### src/rtl/isa_cache_fill_if.sv
// Bundles the core fetch port and the DDR fill port of isa_cache_fill.
// master: the cache itself; slave: the surrounding core/DDR environment.
interface isa_cache_fill_if #(
    parameter int ISA_WIDTH      = 30,
    parameter int DDR_ADDR_WIDTH = 28
);
    // Core side: instr_req is held by the core until instr_valid pulses for one
    // cycle; requests arriving while a lookup/fill is in flight are not accepted.
    // DDR side: ISA_read_req is a level held until the first nonzero rd_cnt_isa.
    logic                      instr_req;
    logic [DDR_ADDR_WIDTH-1:0] instr_addr;
    logic                      flush;
    logic [ISA_WIDTH-1:0]      instr_out;
    logic                      instr_valid;
    logic                      ddr_rdy;
    logic                      ISA_read_req;
    logic [DDR_ADDR_WIDTH-1:0] ISA_read_addr;
    logic [9:0]                isa_read_len;
    logic [ISA_WIDTH-1:0]      instruction_to_cache;
    logic [9:0]                rd_cnt_isa;

    modport master (
        input  instr_req, instr_addr, flush, ddr_rdy, instruction_to_cache, rd_cnt_isa,
        output instr_out, instr_valid, ISA_read_req, ISA_read_addr, isa_read_len
    );

    modport slave (
        output instr_req, instr_addr, flush, ddr_rdy, instruction_to_cache, rd_cnt_isa,
        input  instr_out, instr_valid, ISA_read_req, ISA_read_addr, isa_read_len
    );
endinterface

### src/rtl/isa_cache_fill.sv
// Single-block instruction cache refilled by DDR bursts of ISA_DEPTH words.
// Optional hit/miss counters are enabled by defining ISA_CACHE_STATS_EN.
module isa_cache_fill #(
    parameter int ISA_WIDTH      = 30,
    parameter int DDR_ADDR_WIDTH = 28,
    parameter int ISA_DEPTH      = 64
) (
    input  logic                  mem_clk,
    input  logic                  rst_n,
    isa_cache_fill_if.master      bus,
    output logic [2:0]            state_dbg
`ifdef ISA_CACHE_STATS_EN
    ,
    output logic [15:0]           hit_cnt,
    output logic [15:0]           miss_cnt
`endif
);
    localparam int OFF_W = $clog2(ISA_DEPTH);

    typedef enum logic [2:0] {
        IDLE     = 3'd0,
        LOOKUP   = 3'd1,
        MISS_REQ = 3'd2,
        FILL     = 3'd3,
        DONE     = 3'd4
    } state_t;

    state_t                    state, state_nxt;
    logic [DDR_ADDR_WIDTH-1:0] addr_q;
    logic [DDR_ADDR_WIDTH-1:0] tag_q;
    logic                      valid_q;
    logic                      flush_pend;
    logic [9:0]                wr_cnt;
    logic [9:0]                prev_cnt;
    logic [ISA_WIDTH-1:0]      mem [ISA_DEPTH];

    logic [DDR_ADDR_WIDTH-1:0] base_addr;
    logic [OFF_W-1:0]          offset;
    logic [9:0]                wr_idx;
    logic                      hit;
    logic                      cnt_new;
    logic                      wr_en;
    logic                      fill_last;

    assign base_addr = {addr_q[DDR_ADDR_WIDTH-1:OFF_W], {OFF_W{1'b0}}};
    assign offset    = addr_q[OFF_W-1:0];
    assign wr_idx    = bus.rd_cnt_isa - 10'd1;
    assign hit       = valid_q && (tag_q == base_addr) && !bus.flush;
    // A word lands only on a fresh in-range count; a stalled count or an
    // out-of-range count writes nothing and does not advance the fill.
    assign cnt_new   = (bus.rd_cnt_isa != 10'd0) && (bus.rd_cnt_isa != prev_cnt)
                       && (bus.rd_cnt_isa <= 10'(ISA_DEPTH));
    assign wr_en     = ((state == MISS_REQ) || (state == FILL)) && cnt_new;
    assign fill_last = wr_en && (wr_cnt == 10'(ISA_DEPTH - 1));

    assign bus.isa_read_len = 10'(ISA_DEPTH);
    assign state_dbg        = state;

    always_ff @(posedge mem_clk or negedge rst_n) begin
        if (!rst_n) state <= IDLE;
        else        state <= state_nxt;
    end

    always_comb begin
        state_nxt = state;
        case (state)
            IDLE:     if (bus.instr_req) state_nxt = LOOKUP;
            LOOKUP:   state_nxt = hit ? IDLE : MISS_REQ;
            MISS_REQ: if (bus.rd_cnt_isa != 10'd0) state_nxt = FILL;
            FILL:     if (fill_last) state_nxt = DONE;
            DONE:     state_nxt = IDLE;
            default:  state_nxt = IDLE;
        endcase
    end

    // Block storage has no reset; only the valid bit says whether it is usable.
    always_ff @(posedge mem_clk) begin
        if (wr_en) mem[wr_idx[OFF_W-1:0]] <= bus.instruction_to_cache;
    end

    always_ff @(posedge mem_clk or negedge rst_n) begin
        if (!rst_n) begin
            bus.instr_out     <= '0;
            bus.instr_valid   <= 1'b0;
            bus.ISA_read_req  <= 1'b0;
            bus.ISA_read_addr <= '0;
            addr_q            <= '0;
            tag_q             <= '0;
            valid_q           <= 1'b0;
            flush_pend        <= 1'b0;
            wr_cnt            <= '0;
            prev_cnt          <= '0;
`ifdef ISA_CACHE_STATS_EN
            hit_cnt           <= '0;
            miss_cnt          <= '0;
`endif
        end else begin
            bus.instr_valid <= 1'b0;
            prev_cnt        <= bus.rd_cnt_isa;
            if (wr_en) wr_cnt <= wr_cnt + 10'd1;
            if (bus.flush && ((state == MISS_REQ) || (state == FILL))) flush_pend <= 1'b1;
            case (state)
                IDLE: begin
                    if (bus.flush)     valid_q <= 1'b0;
                    if (bus.instr_req) addr_q  <= bus.instr_addr;
                end
                LOOKUP: begin
                    if (hit) begin
                        bus.instr_out   <= mem[offset];
                        bus.instr_valid <= 1'b1;
                    end else begin
                        // The block is about to be overwritten, so drop it now.
                        bus.ISA_read_addr <= base_addr;
                        valid_q           <= 1'b0;
                        flush_pend        <= 1'b0;
                        wr_cnt            <= '0;
                    end
`ifdef ISA_CACHE_STATS_EN
                    if (hit && (hit_cnt != 16'hFFFF))   hit_cnt  <= hit_cnt + 16'd1;
                    if (!hit && (miss_cnt != 16'hFFFF)) miss_cnt <= miss_cnt + 16'd1;
`endif
                end
                MISS_REQ: begin
                    bus.ISA_read_req <= bus.ddr_rdy && (bus.rd_cnt_isa == 10'd0);
                end
                FILL: begin
                    if (fill_last) begin
                        valid_q <= !(flush_pend || bus.flush);
                        tag_q   <= base_addr;
                        wr_cnt  <= '0;
                    end
                end
                DONE: begin
                    bus.instr_out   <= mem[offset];
                    bus.instr_valid <= 1'b1;
                    if (bus.flush) valid_q <= 1'b0;
                end
                default: ;
            endcase
        end
    end
endmodule

### src/flat_wrapper.sv
// flat-port wrapper written by rule: the top's interface ports become plain ports
module isa_cache_fill_flat 
#(
    parameter int ISA_WIDTH      = 30,
    parameter int DDR_ADDR_WIDTH = 28,
    parameter int ISA_DEPTH      = 64
)
  (mem_clk, rst_n, state_dbg, bus_instr_req, bus_instr_addr, bus_flush, bus_ddr_rdy, bus_instruction_to_cache, bus_rd_cnt_isa, bus_instr_out, bus_instr_valid, bus_ISA_read_req, bus_ISA_read_addr, bus_isa_read_len);
  isa_cache_fill_if #(.ISA_WIDTH(ISA_WIDTH), .DDR_ADDR_WIDTH(DDR_ADDR_WIDTH)) bus_i ();
  input  logic mem_clk;
  input  logic rst_n;
  output logic [2:0] state_dbg;
  input wire logic [$bits(bus_i.instr_req)-1:0] bus_instr_req;
  input wire logic [$bits(bus_i.instr_addr)-1:0] bus_instr_addr;
  input wire logic [$bits(bus_i.flush)-1:0] bus_flush;
  input wire logic [$bits(bus_i.ddr_rdy)-1:0] bus_ddr_rdy;
  input wire logic [$bits(bus_i.instruction_to_cache)-1:0] bus_instruction_to_cache;
  input wire logic [$bits(bus_i.rd_cnt_isa)-1:0] bus_rd_cnt_isa;
  output wire logic [$bits(bus_i.instr_out)-1:0] bus_instr_out;
  output wire logic [$bits(bus_i.instr_valid)-1:0] bus_instr_valid;
  output wire logic [$bits(bus_i.ISA_read_req)-1:0] bus_ISA_read_req;
  output wire logic [$bits(bus_i.ISA_read_addr)-1:0] bus_ISA_read_addr;
  output wire logic [$bits(bus_i.isa_read_len)-1:0] bus_isa_read_len;
  assign bus_i.instr_req = bus_instr_req;
  assign bus_i.instr_addr = bus_instr_addr;
  assign bus_i.flush = bus_flush;
  assign bus_i.ddr_rdy = bus_ddr_rdy;
  assign bus_i.instruction_to_cache = bus_instruction_to_cache;
  assign bus_i.rd_cnt_isa = bus_rd_cnt_isa;
  assign bus_instr_out = bus_i.instr_out;
  assign bus_instr_valid = bus_i.instr_valid;
  assign bus_ISA_read_req = bus_i.ISA_read_req;
  assign bus_ISA_read_addr = bus_i.ISA_read_addr;
  assign bus_isa_read_len = bus_i.isa_read_len;
  isa_cache_fill #(.ISA_WIDTH(ISA_WIDTH), .DDR_ADDR_WIDTH(DDR_ADDR_WIDTH), .ISA_DEPTH(ISA_DEPTH)) u_core (.mem_clk(mem_clk), .rst_n(rst_n), .bus(bus_i), .state_dbg(state_dbg));
endmodule
### config.mk
export PLATFORM = sky130hd
export DESIGN_NAME = isa_cache_fill_flat
export DESIGN_NICKNAME = d
export VERILOG_FILES = /design/src/rtl/isa_cache_fill_if.sv /design/src/rtl/isa_cache_fill.sv /design/src/flat_wrapper.sv
export SDC_FILE = /design/constraint.sdc
export NUM_CORES = 2
export LEC_CHECK = 0
export ABC_AREA = 1
export ABC_CLOCK_PERIOD_IN_PS = 3000
export CAP_MARGIN = 20
export CORE_ASPECT_RATIO = 1.1
export CORE_MARGIN = 4
export CORE_UTILIZATION = 41
export DETAILED_ROUTE_END_ITERATION = 7
export SYNTH_ARGS = -nofsm -noshare
export SYNTH_HDL_FRONTEND = slang
export SYNTH_SLANG_ARGS = --single-unit
### constraint.sdc
create_clock -name mem_clk -period 3 [get_ports mem_clk]
set_input_delay 0.9 -clock mem_clk [delete_from_list [all_inputs] [get_ports mem_clk]]
set_output_delay 0.9 -clock mem_clk [all_outputs]
set_load 0.005 [all_outputs]
==> run_results.csv <==
group,metric,value,unit
clock_network,htree_levels,4,
logic_synthesis,yosys_warnings,0,
sta,setup_viol,0,
cells_and_area,layout.cells.non_filler,10178,
place,place_inst,9792,
cells_and_area,nNetsFinal,7380,
sta,finalClockSkew,25.8,ps
drt,drcViolationCount,0,
clock_network,clkTransAtPathRegs,60,ps
die,dieArea,209000,µm²
worst_setup_path,crit_family,"simple AND/OR/NAND/NOR gates",
die,die_h,479,µm
cells_and_area,area_growth_syn_to_layout,17.7,%
drt,routed_via_density,5.46,
logic_synthesis,synth.distinct_cells,32,
global_route,first_global_vias,53814,
logic_synthesis,netlist_area,82800,µm²
drt,vias,55599,
die,pin_count,146,
worst_setup_path,cp-end-kind,"flip-flop",
drt,wire_per_inst,24.6,µm
logic_synthesis,synth-edff-count,1920,
clock_network,worstSkewPairLatency,840,ps
cells_and_area,drive_above_1_share,0.107,
clock_network,clk_path_buf_depth,3,
worst_setup_path,worstSetupStartpointType,"input port",
min_path,hold_path.class,"in2reg",
place,io_buffers,129,
place,place_area,90700,µm²
power,power_frac_comb,0.330,
logic_synthesis,ys.flop_type,"edfxtp_1",
logic_synthesis,async_reset_ff_frac,0.0630,
power,p_int,55.0,mW
logic_synthesis,syn_inst,7036,
global_route,grtUsageTotal,0.234,
power,power_switching,32.0,mW
sta,rsz0062_at_grt,"false",
sta,fin_ws,26.8,ps
global_route,antenna_found_initial,8,
worst_setup_path,critPathSlowestCell,"clkdlybuf4s50_1",
global_route,overflow,0,
place,gp_congestion,0.889,
power,p_per_area,892,nW/µm²
power,power.leakage,35.3,nW
die,row_count,172,
cells_and_area,final_cell_mix,"nand2_1 (2377), edfxtp_1 (1920), nand3_1 (1787), clkbuf_16 (208), buf_4 (190)",
worst_setup_path,worstPathMaxFanout,8,
die,initial_core_util,0.413,
die,core-area,200000,µm²
sta,maxSlewViolCount,0,
global_route,grt_max_degree,143,
worst_setup_path,cp_cell_sequence,"clkdlybuf4s50_1, buf_4, inv_1, ha_1, nand2_2, nor2_1, nand2_1, nand2_1, nor2_2, nand2_2, nor2_4, nand2_4, buf_12, nor2_4, buf_4",
worst_setup_path,cp_slowest_stage_delay,450,ps
power,swShare,0.368,
status,outcome,"finished, final reports clean",
clock_network,cts_buffers,205,
place,dp_slack,-981,ps
power,irDropWorstVdd,0.654,mV
cells_and_area,postLayoutCellArea,97500,µm²
sta,worstMarginPinSlew,1030,ps
drt,drtPass1Iterations,6,
worst_setup_path,critPathBufInv,5,
clock_network,tritoncts,"built",
cells_and_area,n_fill_cell,17378,
drt,drtAntennaViolNets,0,
drt,drtIter0Drc,6554,
place,detailedPlacementHpwl,155000,µm
logic_synthesis,postSynthAreaPerCell,11.8,µm²
flow_run,cap_violations,0,
clock_network,cts-root-buf,"clkbuf_16",
drt,wl,250000,µm
power,clkPwrFrac,0.295,
clock_network,cts.sinks,2049,
worst_setup_path,worstSetupPathType,"in2reg",
sta,fmax,336,MHz
cells_and_area,fin_util,0.487,
logic_synthesis,ys_seq_area_frac,0.735,
sta,finalHoldViolCount,0,
global_route,grt_pass1_wl,364000,µm
sta,period_share,0.991,
sta,whs,434,ps
worst_setup_path,crit_required,3530,ps
power,power_frac_seq,0.376,
sta,fin_crit,2970,ps
die,die_x,437,µm
cells_and_area,layout_commonest_cell,"nand2_1",
worst_setup_path,crit_arrival,3510,ps
logic_synthesis,synth-seq-cells,2049,
sta,relSlewSlack,0.313,
[area by class of cell]
type | instances | area, µm² | area share
clock buffer | 259 | 5460 | 0.0560
tap | 2697 | 3370 | 0.0346
clock inverter | 122 | 1250 | 0.0129
sequential | 2049 | 60900 | 0.625
antenna | 3 | 7.51 | 0.0000770
inverter | 70 | 299 | 0.00307
multi-input combinational | 4472 | 19900 | 0.204
timing repair buffer | 506 | 6320 | 0.0648
[worst reg2reg max path, cell delays in order, from the launching register on]
cell,delay [ps]
dfrtp_4,700
buf_4,480
buf_4,290
nand2_1,70
nand3_1,90
nand3_1,100
nand3_1,180
nand2_1,220
nand2_1,200
nand3_1,230
nand2_1,130
nand2_1,60
nand2_1,70
[final timing paths]
path / cells after the start / endpoint / slack (ps) / startpoint
worst max-delay path: 15 / u_core.mem[45][18]$_DFFE_PP_ / 30 / bus_rd_cnt_isa[0]
worst min-delay path: 1 / u_core.mem[54][9]$_DFFE_PP_ / 430 / bus_instruction_to_cache[9]
worst min register to register: 2 / u_core.tag_q[7]$_DFFE_PN0P_ / 490 / u_core.tag_q[7]$_DFFE_PN0P_
min in group asynchronous: 2 / u_core.bus.ISA_read_addr[26]$_DFFE_PN0P_ / 540 / rst_n
max in group asynchronous: 3 / u_core.addr_q[1]$_DFFE_PN0P_ / 1540 / rst_n
worst max register to register: 12 / u_core.bus.instr_out[20]$_DFFE_PN0P_ / 130 / u_core.addr_q[0]$_DFFE_PN0P_
[logic make-up (layout without fill, tap and decap cells)]
kind of cell | after synthesis | in the layout | synth area share
AND/OR/NAND/NOR | 4337 | 4337 | 0.224
flip-flops | 2049 | 2049 | 0.735
buffers and inverters | 529 | 957 | 0.0323
AO/OA/AOI/OAI | 94 | 94 | 0.00577
XOR/XNOR | 22 | 22 | 0.00233
adder cells (fa/ha/maj) | 3 | 3 | 0.000453
other | 2 | 19 | 0.0000907
[flip-flops by register name (all words and copies together) (netlist names)]
signal and flops:
u_core.mem 1920, u_core.bus.instr_out 30, u_core.addr_q 28, u_core.bus.ISA_read_addr 22, u_core.tag_q 22, u_core.prev_cnt 10, u_core.wr_cnt 10, u_core.state_dbg 3
u_core.bus.ISA_read_req 1, u_core.bus.instr_valid 1, u_core.flush_pend 1, u_core.valid_q 1
[power by group through the flow]
stage,Sequential (mW),Clock (mW),Combinational (mW)
floorplan,32.7,0,16.8
global placement,33.3,0,28.2
detailed placement,33.3,0,28.4
CTS,32.7,26.0,28.5
global route,32.7,27.2,30.9
finish,32.7,25.6,28.7
[per-layer routing]
metal	part of all wire	GRT usage	vias up
met5	0.000032	0	-
met4	0.048	0.104	2
met3	0.078	0.0348	464
met2	0.47	0.377	2545
met1	0.40	0.316	27322
li1	-	-	25266
[synthesized netlist by cell type, types with 2 or more instances]
master	number	share of area
nand2_1	2389	0.11
edfxtp_1	1920	0.70
nand3_1	1787	0.11
buf_2	255	0.015
nor2_1	142	0.0064
dfrtp_1	129	0.039
buf_4	88	0.0080
clkbuf_1	77	0.0035
inv_1	66	0.0030
o21ai_0	60	0.0036
buf_1	32	0.0014
a21oi_1	30	0.0018
xnor2_1	12	0.0013
xor2_1	10	0.0011
buf_6	5	0.00068
nand4_1	5	0.00038
nor3_1	5	0.00030
ha_1	3	0.00045
or2_2	3	0.00023
clkbuf_2	2	0.00012
conb_1	2	0.000091
inv_2	2	0.000091
nor2_4	2	0.00027
o21bai_1	2	0.00018
[stage by stage]
stage / setup TNS [ps] / total power [mW]
5_1_grt: 0 / 90.8
3_5_place_dp: -1705230 / 61.7
2_1_floorplan: -203150 / 49.5
6_report: 0 / 87.0
4_1_cts: 0 / 87.2
3_3_place_gp: -1759500 / 61.5
[timing repair]
action,in CTS,in global routing
gates resized for setup,2,1
pin swaps,2,1
buffers inserted,1,0
endpoints found under the setup margin,638,947
hold buffers,1,0
hold endpoints to repair,37,0
Note: power is estimated with default switching activity, not from simulation.
